<file path="config.mk">
export PLATFORM = sky130hd
export DESIGN_NAME = lp_printer_responder
export DESIGN_NICKNAME = d
export VERILOG_FILES = /design/src/rtl/lp_printer_responder.sv
export SDC_FILE = /design/constraint.sdc
export NUM_CORES = 1
export LEC_CHECK = 0
export BUFFER_PORTS_ARGS = -buffer_cell sky130_fd_sc_hd__buf_2
export CELL_PAD_IN_SITES_DETAIL_PLACEMENT = 1
export CELL_PAD_IN_SITES_GLOBAL_PLACEMENT = 1
export CORE_ASPECT_RATIO = 0.5
export CORE_MARGIN = 3
export CORE_UTILIZATION = 35
export CTS_BUF_LIST = sky130_fd_sc_hd__clkbuf_8
export DETAILED_ROUTE_END_ITERATION = 16
export PLACE_DENSITY = 0.67
export SLEW_MARGIN = 5
export SYNTH_ARGS = -nofsm -noshare
export SYNTH_HDL_FRONTEND = slang
export SYNTH_SLANG_ARGS = --single-unit
</file>
<file path="constraint.sdc">
create_clock -name clk -period 3.15 [get_ports clk]
set_clock_uncertainty 0.1 [all_clocks]
set_input_delay 0.63 -clock clk [delete_from_list [all_inputs] [get_ports clk]]
set_output_delay 0.63 -clock clk [all_outputs]
set_load 0.005 [all_outputs]
</file>
<file path="src/rtl/lp_printer_responder.sv">
// Printer-side Centronics responder: synchronizes host strobe, captures a byte, runs BUSY/ACK, queues bytes in a FIFO.
// Latency: strobe fall at pin -> LPBUSY in 3 clk; capture -> LPACKn low after BUSY_CYCLES+1 clk, low for ACK_CYCLES clk.
// Backpressure: a full FIFO holds LPBUSY high in WAIT until the consumer pops. Optional macro: LP_STROBE_FILTER_EN.
module lp_printer_responder #(
  parameter int FIFO_DEPTH  = 16,
  parameter int BUSY_CYCLES = 64,
  parameter int ACK_CYCLES  = 32,
  parameter int STB_MIN     = 4
) (
  input  logic                          clk,
  input  logic                          RESETBn,
  input  logic                          LPSTBn,
  input  logic [7:0]                    LPDATA,
  output logic                          LPBUSY,
  output logic                          LPACKn,
  output logic                          LPERRn,
  output logic                          LPON,
  input  logic                          online,
  input  logic                          err_clr,
  output logic [7:0]                    out_data,
  output logic                          out_valid,
  input  logic                          out_ready,
  output logic [$clog2(FIFO_DEPTH):0]   fifo_cnt
);

  localparam int AW   = $clog2(FIFO_DEPTH);
  localparam int CNTW = AW + 1;
  localparam int TMAX = (BUSY_CYCLES > ACK_CYCLES) ? BUSY_CYCLES : ACK_CYCLES;
  localparam int TW   = $clog2(TMAX + 1);

  // Reject parameter sets the datapath cannot honour
  if (FIFO_DEPTH < 2 || (FIFO_DEPTH & (FIFO_DEPTH - 1)) != 0 ||
      BUSY_CYCLES < 1 || ACK_CYCLES < 1 || STB_MIN < 1) begin : g_bad_param
    $error("lp_printer_responder: illegal parameter value");
  end

  typedef enum logic [1:0] {S_IDLE, S_WAIT, S_ACK, S_RELEASE} state_e;

  state_e          state_q, state_d;
  logic [TW-1:0]   tmr_q, tmr_d;
  logic [7:0]      hold_q, hold_d;
  logic            busy_q, busy_d;
  logic            ackn_q, ackn_d;
  logic            errn_q, errn_d;
  logic            lpon_q;
  logic            stb_s0_q, stb_s1_q;
  logic            stb_evt;
  logic            push, pop, fifo_full, ovf_set;

  logic [7:0]      mem_q [FIFO_DEPTH];
  logic [AW-1:0]   wptr_q, rptr_q;
  logic [CNTW-1:0] cnt_q;

  // Two-flop synchronizer for the asynchronous host strobe; idles high
  always_ff @(posedge clk or negedge RESETBn) begin
    if (!RESETBn) begin
      stb_s0_q <= 1'b1;
      stb_s1_q <= 1'b1;
    end else begin
      stb_s0_q <= LPSTBn;
      stb_s1_q <= stb_s0_q;
    end
  end

`ifdef LP_STROBE_FILTER_EN
  localparam int LW = $clog2(STB_MIN + 1);
  logic [LW-1:0] low_cnt_q;

  // Count consecutive synchronized-low cycles, saturating so a long strobe is accepted once
  always_ff @(posedge clk or negedge RESETBn) begin
    if (!RESETBn) begin
      low_cnt_q <= '0;
    end else if (stb_s1_q) begin
      low_cnt_q <= '0;
    end else if (low_cnt_q != LW'(STB_MIN)) begin
      low_cnt_q <= low_cnt_q + LW'(1);
    end
  end

  // Accept on the STB_MIN-th consecutive low cycle; shorter pulses never get here
  assign stb_evt = !stb_s1_q && (low_cnt_q == LW'(STB_MIN - 1));
`else
  logic stb_prev_q;

  // Previous synchronized level, for falling-edge detection
  always_ff @(posedge clk or negedge RESETBn) begin
    if (!RESETBn) stb_prev_q <= 1'b1;
    else          stb_prev_q <= stb_s1_q;
  end

  assign stb_evt = !stb_s1_q && stb_prev_q;
`endif

  assign fifo_full = (cnt_q == CNTW'(FIFO_DEPTH));
  assign pop       = out_ready && (cnt_q != '0);

  // Handshake FSM: next state, timer, hold register and pin levels
  always_comb begin
    state_d = state_q;
    tmr_d   = tmr_q;
    hold_d  = hold_q;
    busy_d  = busy_q;
    ackn_d  = ackn_q;
    push    = 1'b0;
    case (state_q)
      S_IDLE: begin
        if (stb_evt && lpon_q) begin
          hold_d  = LPDATA;
          busy_d  = 1'b1;
          tmr_d   = '0;
          state_d = S_WAIT;
        end
      end
      S_WAIT: begin
        if (tmr_q == TW'(BUSY_CYCLES)) begin
          // A pop in the same cycle frees the slot we push into
          if (!fifo_full || pop) begin
            push    = 1'b1;
            ackn_d  = 1'b0;
            tmr_d   = '0;
            state_d = S_ACK;
          end
        end else begin
          tmr_d = tmr_q + TW'(1);
        end
      end
      S_ACK: begin
        if (tmr_q == TW'(ACK_CYCLES - 1)) begin
          ackn_d  = 1'b1;
          busy_d  = 1'b0;
          state_d = S_RELEASE;
        end else begin
          tmr_d = tmr_q + TW'(1);
        end
      end
      S_RELEASE: begin
        if (stb_s1_q) state_d = S_IDLE;
      end
      default: state_d = S_IDLE;
    endcase
  end

  // A strobe while a byte is still in flight is lost; flag it sticky until cleared
  assign ovf_set = stb_evt && ((state_q == S_WAIT) || (state_q == S_ACK));

  // Overflow flag: a new overflow wins over a simultaneous clear
  always_comb begin
    errn_d = errn_q;
    if (ovf_set)      errn_d = 1'b0;
    else if (err_clr) errn_d = 1'b1;
  end

  // FSM and host-facing pin registers
  always_ff @(posedge clk or negedge RESETBn) begin
    if (!RESETBn) begin
      state_q <= S_IDLE;
      tmr_q   <= '0;
      hold_q  <= '0;
      busy_q  <= 1'b0;
      ackn_q  <= 1'b1;
      errn_q  <= 1'b1;
      lpon_q  <= 1'b0;
    end else begin
      state_q <= state_d;
      tmr_q   <= tmr_d;
      hold_q  <= hold_d;
      busy_q  <= busy_d;
      ackn_q  <= ackn_d;
      errn_q  <= errn_d;
      lpon_q  <= online;
    end
  end

  // FIFO pointers and occupancy; power-of-two depth lets pointers wrap naturally
  always_ff @(posedge clk or negedge RESETBn) begin
    if (!RESETBn) begin
      wptr_q <= '0;
      rptr_q <= '0;
      cnt_q  <= '0;
    end else begin
      if (push) wptr_q <= wptr_q + AW'(1);
      if (pop)  rptr_q <= rptr_q + AW'(1);
      case ({push, pop})
        2'b10:   cnt_q <= cnt_q + CNTW'(1);
        2'b01:   cnt_q <= cnt_q - CNTW'(1);
        default: cnt_q <= cnt_q;
      endcase
    end
  end

  // FIFO storage; contents are meaningless while empty so no reset is needed
  always_ff @(posedge clk) begin
    if (push) mem_q[wptr_q] <= hold_q;
  end

  assign LPBUSY    = busy_q;
  assign LPACKn    = ackn_q;
  assign LPERRn    = errn_q;
  assign LPON      = lpon_q;
  assign out_data  = mem_q[rptr_q];
  assign out_valid = (cnt_q != '0);
  assign fifo_cnt  = cnt_q;

endmodule
</file>
== After elaboration in Yosys (flattened, before gate mapping) ==
Memory sizes are Yosys's and may differ from the RTL's.
Cells that the tools add are included.
Operators by class
  add/sub/neg operators: 5
  reductions and logical operators: 20
  mux-type cells: 26
  equality and inequality tests: 15
Operators with widths (number)
  7-bit 2-to-1 mux: 4
  7-bit case mux with 3 select lines: 1
  1-bit 2-to-1 mux: 12
  2-bit inequality test (second input constant): 6
  2-bit 2-to-1 mux: 5
  5-bit case mux with 2 select lines: 1
  4-bit by 1-bit adder with 4-bit output (second input constant): 2
  2-bit case mux with 4 select lines: 1
  4-bit AND reduction: 2
  2-bit nonzero test: 4
  7-bit by 1-bit adder with 7-bit output (second input constant): 1
  7-bit by 5-bit == test with 1-bit output (second input constant): 1
  7-bit == test (second input constant): 1
  2-bit == test (second input constant): 3
  5-bit by 1-bit adder with 5-bit output (second input constant): 1
  5-bit == test (second input constant): 1
  5-bit AND reduction: 1
  5-bit nonzero test: 1
  5-bit by 1-bit subtractor with 5-bit output (second input constant): 1
  2-bit by 1-bit == test with 1-bit output (second input constant): 2
  1-bit logical AND: 4
  1-bit case mux with 2 select lines: 2
  3-bit inequality test (second input constant): 1
  3-bit AND reduction: 1
  5 further kinds: 7
Word-level totals
  RAM bits: 128
  bits of input ports: 14
  register bits: 37
  memories: 1
Memories
  mem_q: words 16, bits a word 8, read ports 1, clocked after memory_dff 0, write ports 1, line 50  | logic [7:0] mem_q [FIFO_DEPTH];

== Logic depth before layout (Yosys ltp) ==
Gate-level depths: netlist of the first run.
  word-level depth: 8
  mapped depth: 15
  depth with buffers taken out: 13

== Worst setup path before layout of the first run ==
Ideal clock, no wire load.
  path type: register -> register
  start point: register tmr_q[0]
  end point: register cnt_q[2], in the netlist fifo_cnt[2]
  arrival: 2803 ps
  period minus slack after synthesis: 3036 ps
  cell stages (with the launch flop): 16
  slack: 114 ps
  data required time: 2916 ps
  path buffers: 2
  cells stage by stage: dfrtp_1 -> inv_1 -> ha_1 -> or4bb_1 -> nor2_1 -> and3_1 -> buf_2 -> inv_1 -> ha_1 -> clkbuf_1 -> xor2_1 -> ha_1 -> a21oi_1 -> xor2_1 -> nor2_1 -> xor2_1
On the way
  cells in the longest elaborated chain, start to end: 5
RTL lines
  start: declaration: line 40  | logic [TW-1:0] tmr_q, tmr_d;
  start signal: assignment: line 165  | tmr_q <= tmr_d;
  7-bit == test (*): line 115  | if (tmr_q == TW'(BUSY_CYCLES)) begin
  1-bit 2-to-1 mux (*): line 115
  1-bit 2-to-1 mux (*): line 105  | case (state_q)
  2-bit by 1-bit == test with 1-bit output or 2-bit == test (tied branches): line 183  | case ({push, pop})
  5-bit case mux with 2 select lines or 2-bit nonzero test (tied branches)
  end signal: assignment: line 184  | 2'b10: cnt_q <= cnt_q + CNTW'(1);
  end signal: assignment: line 185  | 2'b01: cnt_q <= cnt_q - CNTW'(1);
  end signal: assignment: line 186  | default: cnt_q <= cnt_q;
  end: declaration: line 52  | logic [CNTW-1:0] cnt_q;
Every way passes the cells marked *; elsewhere a longest branch is shown, timed or not.
A chain may end at the register's enable or synchronous reset.

== Worst setup path in the final report of the first run ==
  start point: register rptr_q[0]
  end point: output port out_data[1]
On the way
  cells in the longest elaborated chain, start to end: 1
RTL lines
  start: declaration: line 51  | logic [AW-1:0] wptr_q, rptr_q;
  start signal: assignment: line 182  | if (pop) rptr_q <= rptr_q + AW'(1);
  memory 16 x 8 bit
  end: declaration: line 20  | output logic [7:0] out_data,
Every way passes these cells.

==> results.yml, run 1 <==
outcome:
  status: "finished, final reports clean"
timing:
  fin_crit_sh_pct: 97.78
  fin_crit_ns: 3.080
  hold_viol: 0
  tns_ns: 0
  drv_slew: 0
  maxSlewHeadroom_pct: 38.40
  worst_pin_slew_ns: 0.9240
  rsz0062_at_grt: "true"
  setup_viol: 0
  max_freq_ghz: 0.3247
die:
  die_height_um: 104.7
  dieArea_sq_um: 21300
  initial_core_util_pct: 36.40
  die_w_um: 203.4
  io_pins: 32
  rows: 35
  core_sq_um: 18740
critical_path:
  critPathArrivalTime_ns: 2.35
  r2r_slack_ns: 0.26
  path_max_fanout: 9
  critPathKind: "reg -> out"
  end_kind: "output port"
  required_ns: 2.42
  startpoint_type: "flip-flop"
yosys:
  ys_seq_elements: 165
  syn_nets: 404
  ys_seq_area_share_pct: 70.01
  async_flop_share_pct: 22.42
  syn_inst: 374
  syn_area_sq_um: 6822
  synth_edf_count: 128
  postSynth.topFlopCell: "edfxtp_1"
  ys_warn_count: 0
  synth_cell_types: 44
  syn_area_per_cell_sq_um: 18.24
drt:
  drc_errors: 0
  drt_iter0_drc: 227
  ant_nets: 0
  vias: 3533
  drtPass1Iterations: 5
  wirelength_mm: 14.20
  vias_per_cell: 5.033
  post_drt_wl_per_cell_um: 20.23
layout:
  layout_commonest_cell: "edfxtp_1"
  num_antenna_cells: 0
  drive_above_1_share_pct: 34.09
  final_area_sq_um: 7851
  layout_common_cells: "edfxtp_1, mux4_2, dfrtp_1"
  fin_nets: 460
  utilization_pct: 41.89
  nFillCells: 1874
  area_delta_synth_final_pct: 15.10
power:
  power_frac_comb_pct: 0.7
  power.density_nw_per_um2: 498.3
  p_sw_mw: 0.9474
  switching_share_pct: 24.22
  leakagePower_nw: 2.748
  seq_power_share_pct: 60.9
  power_frac_clock_pct: 38.4
  vdd_drop_max_uv: 225.3
  total_power_mw: 3.912
  power.internal_mw: 2.965
clock_tree:
  cts_tree: "built"
  cts_buffers: 17
  clock_latency_ns: 0.45
  hold_buffers: 0
  cts_sinks: 165
  path_clk_slew_ns: 0.10
  root_buffer: "clkbuf_8"
  clk_path_buf_depth: 2
  cts_max_level: 4
placed_design:
  routabilityCongestion: 0.7465
  dp_hpwl_mm: 9.356
  place_area_sq_um: 7410
  port_buffers: 31
job:
  maxCapViolCount: 0
global_routing:
  first_global_vias: 3781
  grt_overflow: 0
  grt_max_degree: 38
  antenna_found_initial: 0
  grt_pass1_wl_mm: 22.40
  grt_use_total_pct: 14.03
min_path:
  hold_class: "in -> reg"
## layout make-up
type                    count  area, sq um  area share (%)
multi-input cells         180         1917           24.41
repair buffers             55        402.9           5.131
well taps                 259        324.1           4.127
flip-flops and latches    165         4777           60.84
clock inverters            15        155.1           1.976
clock buffers              17        234.0           2.980
inverters                  11        41.29          0.5259
## metal layers
layer / up-vias / wire, um / GRT usage, %
met5: - / 0 / 0
met4: 0 / 136 / 4.122
met3: 10 / 500 / 2.801
met2: 61 / 6847 / 22.01
met1: 1879 / 6720 / 19.97
li1: 1583 / - / -
## kinds of logic (layout without fill, tap and decap cells)
logic type                 count (synthesis)  in the layout  share of synthesized area [%]
DFF                                      165            165                          70.01
and+or+nand+nor                           70             70                          5.392
muxes                                     53             53                          15.32
buffers and inverters                     29             98                          1.889
AOI/OAI and AO/OA                         28             28                          2.788
adders and majority gates                 16             16                          2.935
xor gates and xnor gates                  13             13                          1.669
## Yosys cell counts, types with 6 or more instances
library cell	n	area, sq um
nor3_1	6	30.03
edfxtp_1	128	3844
inv_1	11	41.29
mux2_2	11	123.9
o21ai_0	7	35.03
nand2_1	12	45.04
nor2_1	21	78.83
xnor2_1	6	52.55
dfrtp_1	32	800.8
clkbuf_1	9	33.78
mux4_2	40	900.9
xor2_1	7	61.31
ha_1	16	200.2
## final timing paths
check / from / to / cells past startpoint
max in group asynchronous: RESETBn / rptr_q[0] / 1
min in group asynchronous: RESETBn / wptr_q[3] / 1
max reg2reg: tmr_q[0] / fifo_cnt[2] / 13
min reg2reg: stb_s0_q / stb_s1_q / 0
max: rptr_q[0] / out_data[1] / 4
min: LPSTBn / stb_s0_q / 1
## flip-flops by register name (all words and copies together), names as in the netlist
name / cells
LPBUSY: 1
stb_prev_q: 1
tmr_q: 7
state_q: 2
rptr_q: 4
LPON: 1
hold_q: 8
LPACKn: 1
wptr_q: 4
stb_s1_q: 1
stb_s0_q: 1
fifo_cnt: 5
mem_q: 128
LPERRn: 1
## timing repair
item / 4_1_cts / 5_1_grt
buffers inserted: 2 / 0
cloned: 0 / 1
endpoints found under the setup margin: 4 / 1
gates resized for setup: 0 / 2
## power groups by stage
stage / clock network, mW / logic (mW) / registers, mW
2_1_floorplan: 0 / 0.00720 / 2.42
3_3_place_gp: 0 / 0.0298 / 2.43
3_5_place_dp: 0 / 0.0296 / 2.43
4_1_cts: 1.54 / 0.0297 / 2.39
5_1_grt: 1.63 / 0.0327 / 2.39
6_report: 1.50 / 0.0281 / 2.38
## through the flow
step | hold slack (ns) | worst slack [ns] | instances
after global routing | 0.1413 | -0.01179 | 702
after detailed placement | 0.2522 | 0.2438 | 667
after floorplan | 0.2344 | 0.1135 | 374
after CTS | 0.1414 | 0.02649 | 701
after global placement | 0.2463 | 0.3477 | 667
final | 0.1701 | 0.06985 | 702
## critical path, stage by stage (launching register included)
cell       delay [ns]
dfrtp_2          0.51
clkbuf_16        0.23
mux4_2           0.52
mux4_2           0.49
buf_2            0.14
No activity file was read; power rests on OpenSTA's default activity.
==> run 2, diff against run 1 <==
Settings changed: CORE_UTILIZATION 35 to 38, PLACE_DENSITY 0.67 to 0.71.
==> results.yml, run 2 (synthesis results as in run 1) <==
timing:
  hold_viol: 0
  drv_slew: 0
  tns_ns: 0
  holdWs_ns: 0.1736
  max_freq_ghz: 0.3286
  maxSlewHeadroom_pct: 42.14
  worst_pin_slew_ns: 0.8680
  fin_crit_sh_pct: 96.62
  rsz0062_at_grt: "false"
  fin_crit_ns: 3.043
  setup_viol: 0
critical_path:
  end_kind: "output port"
  critPathArrivalTime_ns: 2.31
  path_max_fanout: 6
  critPathLaunch: "rptr_q[0]"
  required_ns: 2.42
  rr_startpoint: "tmr_q[0]"
  startpoint_type: "flip-flop"
  crit_top_cell: "mux4_2"
  crit_path_top_delay_cell: "mux4_2"
  critPathKind: "reg -> out"
  path_cells: "buf_4 -> mux4_2 -> mux4_2 -> buf_2"
  slowest_delay_ns: 0.55
clock_tree:
  path_clk_slew_ns: 0.09
  hold_buffers: 0
  root_buffer: "clkbuf_8"
  clk_path_buf_depth: 2
  cts_tree: "built"
  clock_latency_ns: 0.45
  cts_buffers: 17
  cts_max_level: 4
  cts_sinks: 165
power:
  power.density_nw_per_um2: 497.9
  power.internal_mw: 2.961
  power_frac_clock_pct: 38.1
  leakagePower_nw: 2.757
  vdd_drop_max_uv: 191.0
  seq_power_share_pct: 61.2
  power_frac_comb_pct: 0.7
  switching_share_pct: 23.90
  p_sw_mw: 0.9302
layout:
  num_antenna_cells: 0
  fin_nets: 464
  area_delta_synth_final_pct: 14.56
  largest_reg_flops: 128
  final_area_sq_um: 7815
  layout_commonest_cell: "edfxtp_1"
  top_regs: "mem_q (128), hold_q (8), tmr_q (7)"
  layout_common_cells: "edfxtp_1, mux4_2, dfrtp_1, buf_2, buf_4"
  drive_above_1_share_pct: 34.45
  regMostFlops: "mem_q"
die:
  die_height_um: 100.7
  rows: 33
  io_pins: 32
  core_sq_um: 16970
  initial_core_util_pct: 40.20
  die_w_um: 195.5
  dieArea_sq_um: 19690
drt:
  drtPass1Iterations: 4
  vias: 3520
  wirelength_mm: 14.27
  drt_iter0_drc: 330
  ant_nets: 0
  post_drt_wl_per_cell_um: 21.16
  drc_errors: 0
  vias_per_cell: 5.223
global_routing:
  first_global_vias: 3827
  antenna_found_initial: 0
  grt_pass1_wl_mm: 22.97
  grt_use_total_pct: 15.70
  grt_max_degree: 38
  grt_overflow: 0
outcome:
  status: "finished, final reports clean"
placed_design:
  place_area_sq_um: 7400
  port_buffers: 31
  routabilityCongestion: 0.7894
  dp_hpwl_mm: 9.187
min_path:
  hold_class: "in -> reg"
  hold_start: "LPSTBn"
job:
  maxCapViolCount: 0
-- run 2: cell count changes in the layout (fill, tap and decap cells not counted), sizes merged --
| cell | delta |
|---|---|
| buf | +5 |
| clkbuf | -1 |
| clkinv | +1 |
| inv | -1 |
-- run 2: cell type report --
cell class,count,area (sq um)
Tap cell,227,284.0
Clock buffer,17,234.0
Sequential cell,165,4780
Clock inverter,15,156.4
Multi-Input combinational cell,180,1917
Fill cell,1627,9155
Timing Repair Buffer,59,402.9
Inverter,11,41.29
-- run 2: repair_timing --
action | 4_1_cts | 5_1_grt
setup endpoints to repair | 7 | 0
buffers inserted | 3 | 0
gates resized for setup | 1 | 0
-- run 2: power by group through the flow --
stage / combinational (mW) / sequential, mW / clock, mW
6_report: 0.0284 / 2.38 / 1.48
5_1_grt: 0.0329 / 2.39 / 1.62
4_1_cts: 0.0300 / 2.38 / 1.52
3_5_place_dp: 0.0301 / 2.43 / 0
3_3_place_gp: 0.0292 / 2.43 / 0
2_1_floorplan: 0.00720 / 2.42 / 0
-- run 2: routing by layer --
layer	routed length, um	up-vias	global-route usage [%]
met5	0	-	0
met4	125	0	4.598
met3	567	9	3.439
met2	6804	71	24.85
met1	6767	1850	22.17
li1	-	1590	-
-- run 2: worst paths after layout --
path,cells after the start,slack [ns],endpoint
max in group asynchronous,1,2.12,rptr_q[0]
max,4,0.11,out_data[2]
max reg2reg,13,0.26,fifo_cnt[2]
min reg2reg,0,0.26,stb_s1_q
min,1,0.17,stb_s0_q
min in group asynchronous,1,0.19,fifo_cnt[1]
-- run 2: metrics by stage --
stage | utilization [%] | total power [mW] | setup slack, ns | std cells
after floorplan | - | 2.427 | 0.1135 | 374
after global placement | 43.60 | 2.458 | 0.3317 | 639
after detailed placement | 43.60 | 2.461 | 0.2796 | 639
after CTS | 46.05 | 3.928 | 0.07577 | 674
after global routing | 46.05 | 4.042 | 0.001494 | 674
final | 46.05 | 3.891 | 0.1066 | 674
-- run 2: critical path: cells and delay by family, from the launching register on --
| kind | cells | cell delay [ns] |
|---|---|---|
| mux | 2 | 1.01 |
| flops | 1 | 0.51 |
| buf+inv | 2 | 0.35 |
